$ cat src/rtl/sym_pkg.sv
// Shared types and constants for the symbol score tracker.
package sym_pkg;

  typedef enum logic [1:0] {
    IDLE   = 2'd0,
    ARMED  = 2'd1,
    WINDOW = 2'd2
  } state_t;

  localparam logic [7:0]  SYM_RESET       = 8'hFF;
  localparam int unsigned DEF_CNT_W       = 16;
  localparam int unsigned DEF_RESP_WINDOW = 50000000;
  localparam int unsigned WIN_W           = 32;

endpackage

$ cat src/rtl/btn_edge.sv
// Button synchronizer (two flops) followed by a registered rising-edge detector.
module btn_edge (
  input  logic Clk100M,
  input  logic rst,
  input  logic btn,
  output logic btnRise
);

  logic sync0;
  logic sync1;
  logic sync_prev;

  always_ff @(posedge Clk100M or posedge rst) begin
    if (rst) begin
      sync0     <= 1'b0;
      sync1     <= 1'b0;
      sync_prev <= 1'b0;
      btnRise   <= 1'b0;
    end else begin
      sync0     <= btn;
      sync1     <= sync0;
      sync_prev <= sync1;
      btnRise   <= sync1 & ~sync_prev;
    end
  end

endmodule

$ cat src/rtl/sym_score_tracker.sv
// Reaction game scorer: counts hits, misses and false presses against target-symbol windows.
// Optional macro FALSE_PRESS_PENALTY_EN: each false press also takes one point off the score.
module sym_score_tracker
  import sym_pkg::*;
#(
  parameter int unsigned RESP_WINDOW = DEF_RESP_WINDOW,
  parameter int unsigned CNT_W       = DEF_CNT_W
) (
  input  logic             Clk100M,
  input  logic             rst,
  input  logic             genSym,
  input  logic             generated,
  input  logic             special,
  input  logic [7:0]       generatedSym,
  input  logic             btn,
  output logic [7:0]       displaySym,
  output logic [CNT_W-1:0] score,
  output logic [CNT_W-1:0] misses,
  output logic [CNT_W-1:0] falsePresses,
  output logic             hitPulse,
  output logic             missPulse,
  output logic             windowOpen
);

  localparam logic [WIN_W-1:0] WIN_LAST = WIN_W'(RESP_WINDOW - 1);
  localparam logic [CNT_W-1:0] CNT_MAX  = {CNT_W{1'b1}};

  state_t           state_q, state_d;
  logic [WIN_W-1:0] win_q, win_d;
  logic [CNT_W-1:0] score_d, misses_d, fp_d;
  logic [7:0]       disp_d;
  logic             hit_d, miss_d;
  logic             btn_rise;
  logic             target;

  assign target = generated & special;

  btn_edge u_btn_edge (
    .Clk100M (Clk100M),
    .rst     (rst),
    .btn     (btn),
    .btnRise (btn_rise)
  );

  function automatic logic [CNT_W-1:0] sat_inc(input logic [CNT_W-1:0] v);
    return (v == CNT_MAX) ? v : v + CNT_W'(1);
  endfunction

`ifdef FALSE_PRESS_PENALTY_EN
  function automatic logic [CNT_W-1:0] sat_dec(input logic [CNT_W-1:0] v);
    return (v == '0) ? v : v - CNT_W'(1);
  endfunction
`endif

  // Next-state and counter updates; a press always wins over expiry or a new target.
  always_comb begin
    state_d  = state_q;
    win_d    = win_q;
    score_d  = score;
    misses_d = misses;
    fp_d     = falsePresses;
    disp_d   = displaySym;
    hit_d    = 1'b0;
    miss_d   = 1'b0;

    if (state_q != IDLE && generated) disp_d = generatedSym;

    if (!genSym) begin
      state_d = IDLE;
      win_d   = '0;
    end else begin
      case (state_q)
        IDLE: begin
          state_d  = ARMED;
          score_d  = '0;
          misses_d = '0;
          fp_d     = '0;
        end
        ARMED: begin
          if (btn_rise) begin
            fp_d = sat_inc(falsePresses);
`ifdef FALSE_PRESS_PENALTY_EN
            score_d = sat_dec(score);
`endif
          end
          if (target) begin
            state_d = WINDOW;
            win_d   = '0;
          end
        end
        WINDOW: begin
          if (btn_rise) begin
            score_d = sat_inc(score);
            hit_d   = 1'b1;
            if (target) win_d = '0;
            else        state_d = ARMED;
          end else if (target) begin
            misses_d = sat_inc(misses);
            miss_d   = 1'b1;
            win_d    = '0;
          end else if (win_q == WIN_LAST) begin
            misses_d = sat_inc(misses);
            miss_d   = 1'b1;
            state_d  = ARMED;
          end else begin
            win_d = win_q + WIN_W'(1);
          end
        end
        default: state_d = IDLE;
      endcase
    end
  end

  always_ff @(posedge Clk100M or posedge rst) begin
    if (rst) begin
      state_q      <= IDLE;
      win_q        <= '0;
      score        <= '0;
      misses       <= '0;
      falsePresses <= '0;
      displaySym   <= SYM_RESET;
      hitPulse     <= 1'b0;
      missPulse    <= 1'b0;
      windowOpen   <= 1'b0;
    end else begin
      state_q      <= state_d;
      win_q        <= win_d;
      score        <= score_d;
      misses       <= misses_d;
      falsePresses <= fp_d;
      displaySym   <= disp_d;
      hitPulse     <= hit_d;
      missPulse    <= miss_d;
      windowOpen   <= (state_d == WINDOW);
    end
  end

endmodule

$ cat config.mk
export PLATFORM = sky130hd
export DESIGN_NAME = sym_score_tracker
export DESIGN_NICKNAME = d
export VERILOG_FILES = /design/src/rtl/sym_pkg.sv /design/src/rtl/btn_edge.sv /design/src/rtl/sym_score_tracker.sv
export SDC_FILE = /design/constraint.sdc
export NUM_CORES = 1
export LEC_CHECK = 0
export ABC_AREA = 0
export CELL_PAD_IN_SITES_DETAIL_PLACEMENT = 0
export CELL_PAD_IN_SITES_GLOBAL_PLACEMENT = 2
export CORE_MARGIN = 5
export CORE_UTILIZATION = 37
export DETAILED_ROUTE_END_ITERATION = 10
export GPL_TIMING_DRIVEN = 0
export PLACE_DENSITY = 0.94
export SLEW_MARGIN = 20
export SYNTH_ARGS = -nofsm -noshare
export SYNTH_HDL_FRONTEND = slang
export SYNTH_SLANG_ARGS = --single-unit
$ cat constraint.sdc
create_clock -name Clk100M -period 7.9 [get_ports Clk100M]
set_input_delay 1.58 -clock Clk100M [delete_from_list [all_inputs] [get_ports Clk100M]]
set_output_delay 1.58 -clock Clk100M [all_outputs]
set_load 0.05 [all_outputs]
# Yosys cells after proc, flatten, opt, wreduce, memory -nomap -nowiden
# Cells that the tools add are included.
[classes]
n_addsub = 4
n_mul = 0
div_mod_pow = 0
magnitude_cmp = 0
n_eq_ne = 15
shifts = 0
n_mux = 32
bitwise_logic = 3
n_reduce_logical = 9
[op_table]
columns = ["op", "count"]
rows = [
  ["$mux W32", 5],
  ["$mux W16", 8],
  ["$pmux W16 S2", 3],
  ["$pmux W32 S2", 1],
  ["$add A16 B1 Y16 const B", 3],
  ["$eq A16 B16 Y1 const B", 3],
  ["$add A32 B1 Y32 const B", 1],
  ["$eq A32 B26 Y1 const B", 1],
  ["$mux W2", 6],
  ["$reduce_and A4 Y1", 3],
  ["$mux W1", 8],
  ["$ne A2 B2 Y1 const B", 3],
  ["$pmux W2 S3", 1],
  ["$reduce_bool A2 Y1", 3],
  ["$ne A5 B4 Y1 const B", 1],
  ["$eq A2 B2 Y1 const B", 2],
  ["$ne A2 B1 Y1 const B", 2],
  ["$ne A3 B1 Y1 const B", 1],
  ["$ne A3 B3 Y1 const B", 1],
  ["$and A1 B1 Y1", 2],
  ["$eq A2 B1 Y1 const B", 1],
  ["$logic_not A2 Y1", 1],
  ["$reduce_and A2 Y1", 1],
  ["$logic_and A1 B1 Y1", 1],
  ["$not A1 Y1", 1],
]
[totals]
ff_bits = 97
latch_bits = 0
ramBits = 0
romBits = 0
in_bits = 14
output_inout_bits = 59
word_cells = 76
memories = 0

# Depth between registers and ports, before layout
[depth]
word_depth = 7
depth_mapped = 8
ltp_nobuf = 6

# Cells and area by module
# From an unflattened synthesis, not the netlist that was laid out.
[unflattened]
hier_cells = 541
hier_area_um2 = 5023.6
[modules_own_cells]
columns = ["mod", "instances", "cells_per_inst", "area_per_inst_um2"]
rows = [
  ["sym_score_tracker", 1, 535, 4906.0],
  ["btn_edge", 1, 6, 117.6],
]

# Least setup slack after synthesis
# OpenSTA, ideal clock, no wires.
[synth_timing]
path_kind = "input port to flip-flop"
from = "input genSym"
to = "register misses[12]"
setup_time_ps = 126
arrival_ps = 2749
required_time_ps = 7774
slack_ps = 5025
path_stages = 5
path_buffers = 0
cell_sequence = "nand2b_1 > a21o_1 > a211oi_1 > a21oi_2 > a221o_1"
[synth_between]
elab_chain_len = 1
[synth_rtl]
columns = ["item", "line", "text"]
rows = [
  ["start: declaration", "sym_score_tracker.sv:11", "input logic genSym,"],
  ["$reduce_and A4 Y1 (no source line)", "--", ""],
  ["end signal: assignment", "sym_score_tracker.sv:129", "misses <= misses_d;"],
  ["end: declaration", "sym_score_tracker.sv:18", "output logic [CNT_W-1:0] misses,"],
]
# No other way between the ends.
# A chain may end at the register's enable or synchronous reset.

# Worst setup path after layout
# Same ends and word-level chain as after synthesis.

==> impl_metrics.py <==
metrics = {
    "die": {
        "start_util_pct": 37.8,
        "coreArea_um2": 13900,
        "die_x_um": 129,
        "die_h_um": 129,
        "boundaryPins": 73,
        "rows": 43,
        "dieArea_um2": 16700,
    },
    "global_routing": {
        "grtUsageMet2_pct": 26.4,
        "antenna_found_initial": 0,
        "grt_max_degree": 62,
        "met3_usage_pct": 4.91,
        "top_usage_layer": "met2",
        "grt.overflow.total": 0,
        "grt_pass1_wl_um": 23600,
        "met1_usage_pct": 24.2,
        "grt_pass1_vias": 4645,
        "grt.total_usage_pct": 17.5,
    },
    "worst_setup_path": {
        "critPathSlowestCell": "clkdlybuf4s50_1",
        "path_delay_family": "compound AO/OA/AOI/OAI gates",
        "critPathMaxStageDelay_ps": 560,
        "critPathArrivalTime_ps": 3640,
        "crit_path_end_kind": "register",
        "reg2reg_slack_ps": 5360,
        "cp.required_ps": 8140,
        "critPathKind": "in -> reg",
        "worstPathMaxFanout": 7,
        "crit_buf_inv": 1,
        "cp-start-kind": "input pin",
        "crit_chain": "clkdlybuf4s50_1, nand2b_1, a21o_1, a211oi_1, a21oi_2, a221o_1",
    },
    "drt": {
        "detail-route-antenna-nets": 0,
        "avgRoutedWirePerCell_um": 16.9,
        "drc": 0,
        "viasPerCell": 5.76,
        "drtIter0Drc": 332,
        "finalWirelength_um": 14100,
        "num_vias": 4805,
        "firstDrtPassIters": 5,
    },
    "place": {
        "dp.cells": 818,
        "gp_congestion": 0.828,
        "pre_cts_slack_ps": 4110,
        "hpwl_um": 9990,
        "placed_cell_area_um2": 6240,
        "io_buffers": 72,
    },
    "timing": {
        "slew_headroom_pct": 45.2,
        "fin_skew_ps": 10.7,
        "drv_slew": 0,
        "fmax_mhz": 294,
        "hold_ws_ps": 343,
        "tightestPinTransition_ps": 816,
        "layout_setup_ws_ps": 4490,
        "rsz0062_at_grt": "no",
        "setup_viol": 0,
        "finalCriticalPeriod_ps": 3410,
        "min_period_over_period_pct": 43.1,
        "setup-tns-final_ps": 0,
        "finalHoldViolCount": 0,
    },
    "cells_and_area": {
        "fillers": 1337,
        "antennaDiodeCount": 0,
        "nets": 667,
        "area_growth_pct": 24.6,
        "fin_area_um2": 6560,
        "final_cells": 834,
        "drive_gt1_share_pct": 8.72,
        "final_core_util_pct": 47.1,
    },
    "synthesis": {
        "synthMostInstantiatedCell": "dfrtp_1",
        "ys_seq_area_share_pct": 46.3,
        "syn_inst": 565,
        "synth_area_um2": 5270,
        "yosysTopAreaCellShare_pct": 42.3,
        "synthArstFlopShare_pct": 100,
        "ys_ff_latch": 97,
        "synthTopCellsByCount": "dfrtp_1, nand2_1, nand3_1",
        "synth_enable_flop_cells": 0,
        "synthTopCellsByArea": "dfrtp_1, nand2_1, dfstp_2",
        "yosysTopAreaCell": "dfrtp_1",
        "yosysUniqueCellTypes": 57,
        "syn_nets": 583,
        "yosys_warnings": 0,
        "syn_avg_cell_area_um2": 9.32,
        "yosys_most_used_dff": "dfrtp_1",
    },
    "clock_tree": {
        "numCtsBuffers": 9,
        "clk_pin_slew_ps": 70,
        "worstSkewPairLatency_ps": 360,
        "h-tree-depth": 3,
        "cts_hold_buf": 0,
        "clk_path_buf_depth": 2,
        "post_cts_resized": 0,
        "cts_root_buffer": "clkbuf_16",
        "cts_tree": "built",
        "cts_setup_buffers": 0,
        "cts.sinks": 97,
    },
    "power": {
        "power.density_nw_per_um2": 192,
        "ir_drop_mv": 0.129,
        "p_leak_nw": 2.50,
        "total_power_mw": 1.26,
    },
    "run_status": {
        "outcome": "finished clean",
    },
    "job": {
        "max_cap_violations": 0,
    },
    "worst_hold_path": {
        "hp-class": "reg -> reg",
    },
}
==> power breakdown <==
part	switching, mW	leakage (nW)	internal [mW]	total (mW)
clock	0.195	0.159	0.272	0.467
sequential	0.0314	1.31	0.529	0.560
combinational	0.155	1.03	0.0745	0.230
total	0.382	2.50	0.875	1.26
==> cells by family after synthesis <==
logic type | count (synthesis) | synth area share (%)
xor gates and xnor gates | 21 | 3.49
DFF | 97 | 46.3
and+or+nand+nor | 280 | 29.8
buffers and inverters | 35 | 2.88
AOI/OAI and AO/OA | 116 | 14.1
adders and majority gates | 4 | 0.951
muxes | 12 | 2.50
==> path summary, 6_finish.rpt <==
check	startpoint	endpoint	cells after the start
max	genSym	misses[12]$_DFFE_PP0P_	6
max reg2reg	misses[0]$_DFFE_PP0P_	misses[7]$_DFFE_PP0P_	7
min in group asynchronous	rst	misses[8]$_DFFE_PP0P_	2
min reg2reg	u_btn_edge.sync0$_DFF_PP0_	u_btn_edge.sync1$_DFF_PP0_	0
max in group asynchronous	rst	displaySym[1]$_DFFE_PP1P_	3
min	u_btn_edge.sync0$_DFF_PP0_	u_btn_edge.sync1$_DFF_PP0_	0
==> registers in the layout (all words and copies together) (netlist names), 2 cells and up <==
name,cells
score,16
win_q,32
state_q,2
displaySym,8
misses,16
falsePresses,16
==> routing by layer <==
metal,part of all wire (%),routed length (um)
met2,46,6470
met1,47,6560
met5,0,0
met4,1.4,192
met3,6.1,854
==> cell usage in the layout, fill, tap and decap left out, drive strengths merged, types with 5 or more instances in the layout <==
cell,n
or3,20
dfrtp,89
o21ai,30
and3,10
dfstp,8
mux2,9
nor3,11
clkbuf,30
nand2,58
o211ai,5
xnor2,13
xor2,8
a21oi,35
nor4,19
a211oi,5
and2,11
nor2,34
nand4,26
or4,19
o31ai,18
clkdlybuf4s50,72
nand3,39
inv,9
and4,8
buf,10
==> layout make-up <==
cell class | instances | area [um^2] | area share (%)
clock inverter | 4 | 48.8 | 0.744
sequential | 97 | 2440 | 37.2
timing repair buffer | 73 | 748 | 11.4
tap | 180 | 225 | 3.43
inverter | 8 | 35.0 | 0.534
clock buffer | 12 | 267 | 4.06
buffer | 27 | 121 | 1.85
multi-input combinational | 433 | 2680 | 40.8
(Power assumes the default switching activity.)
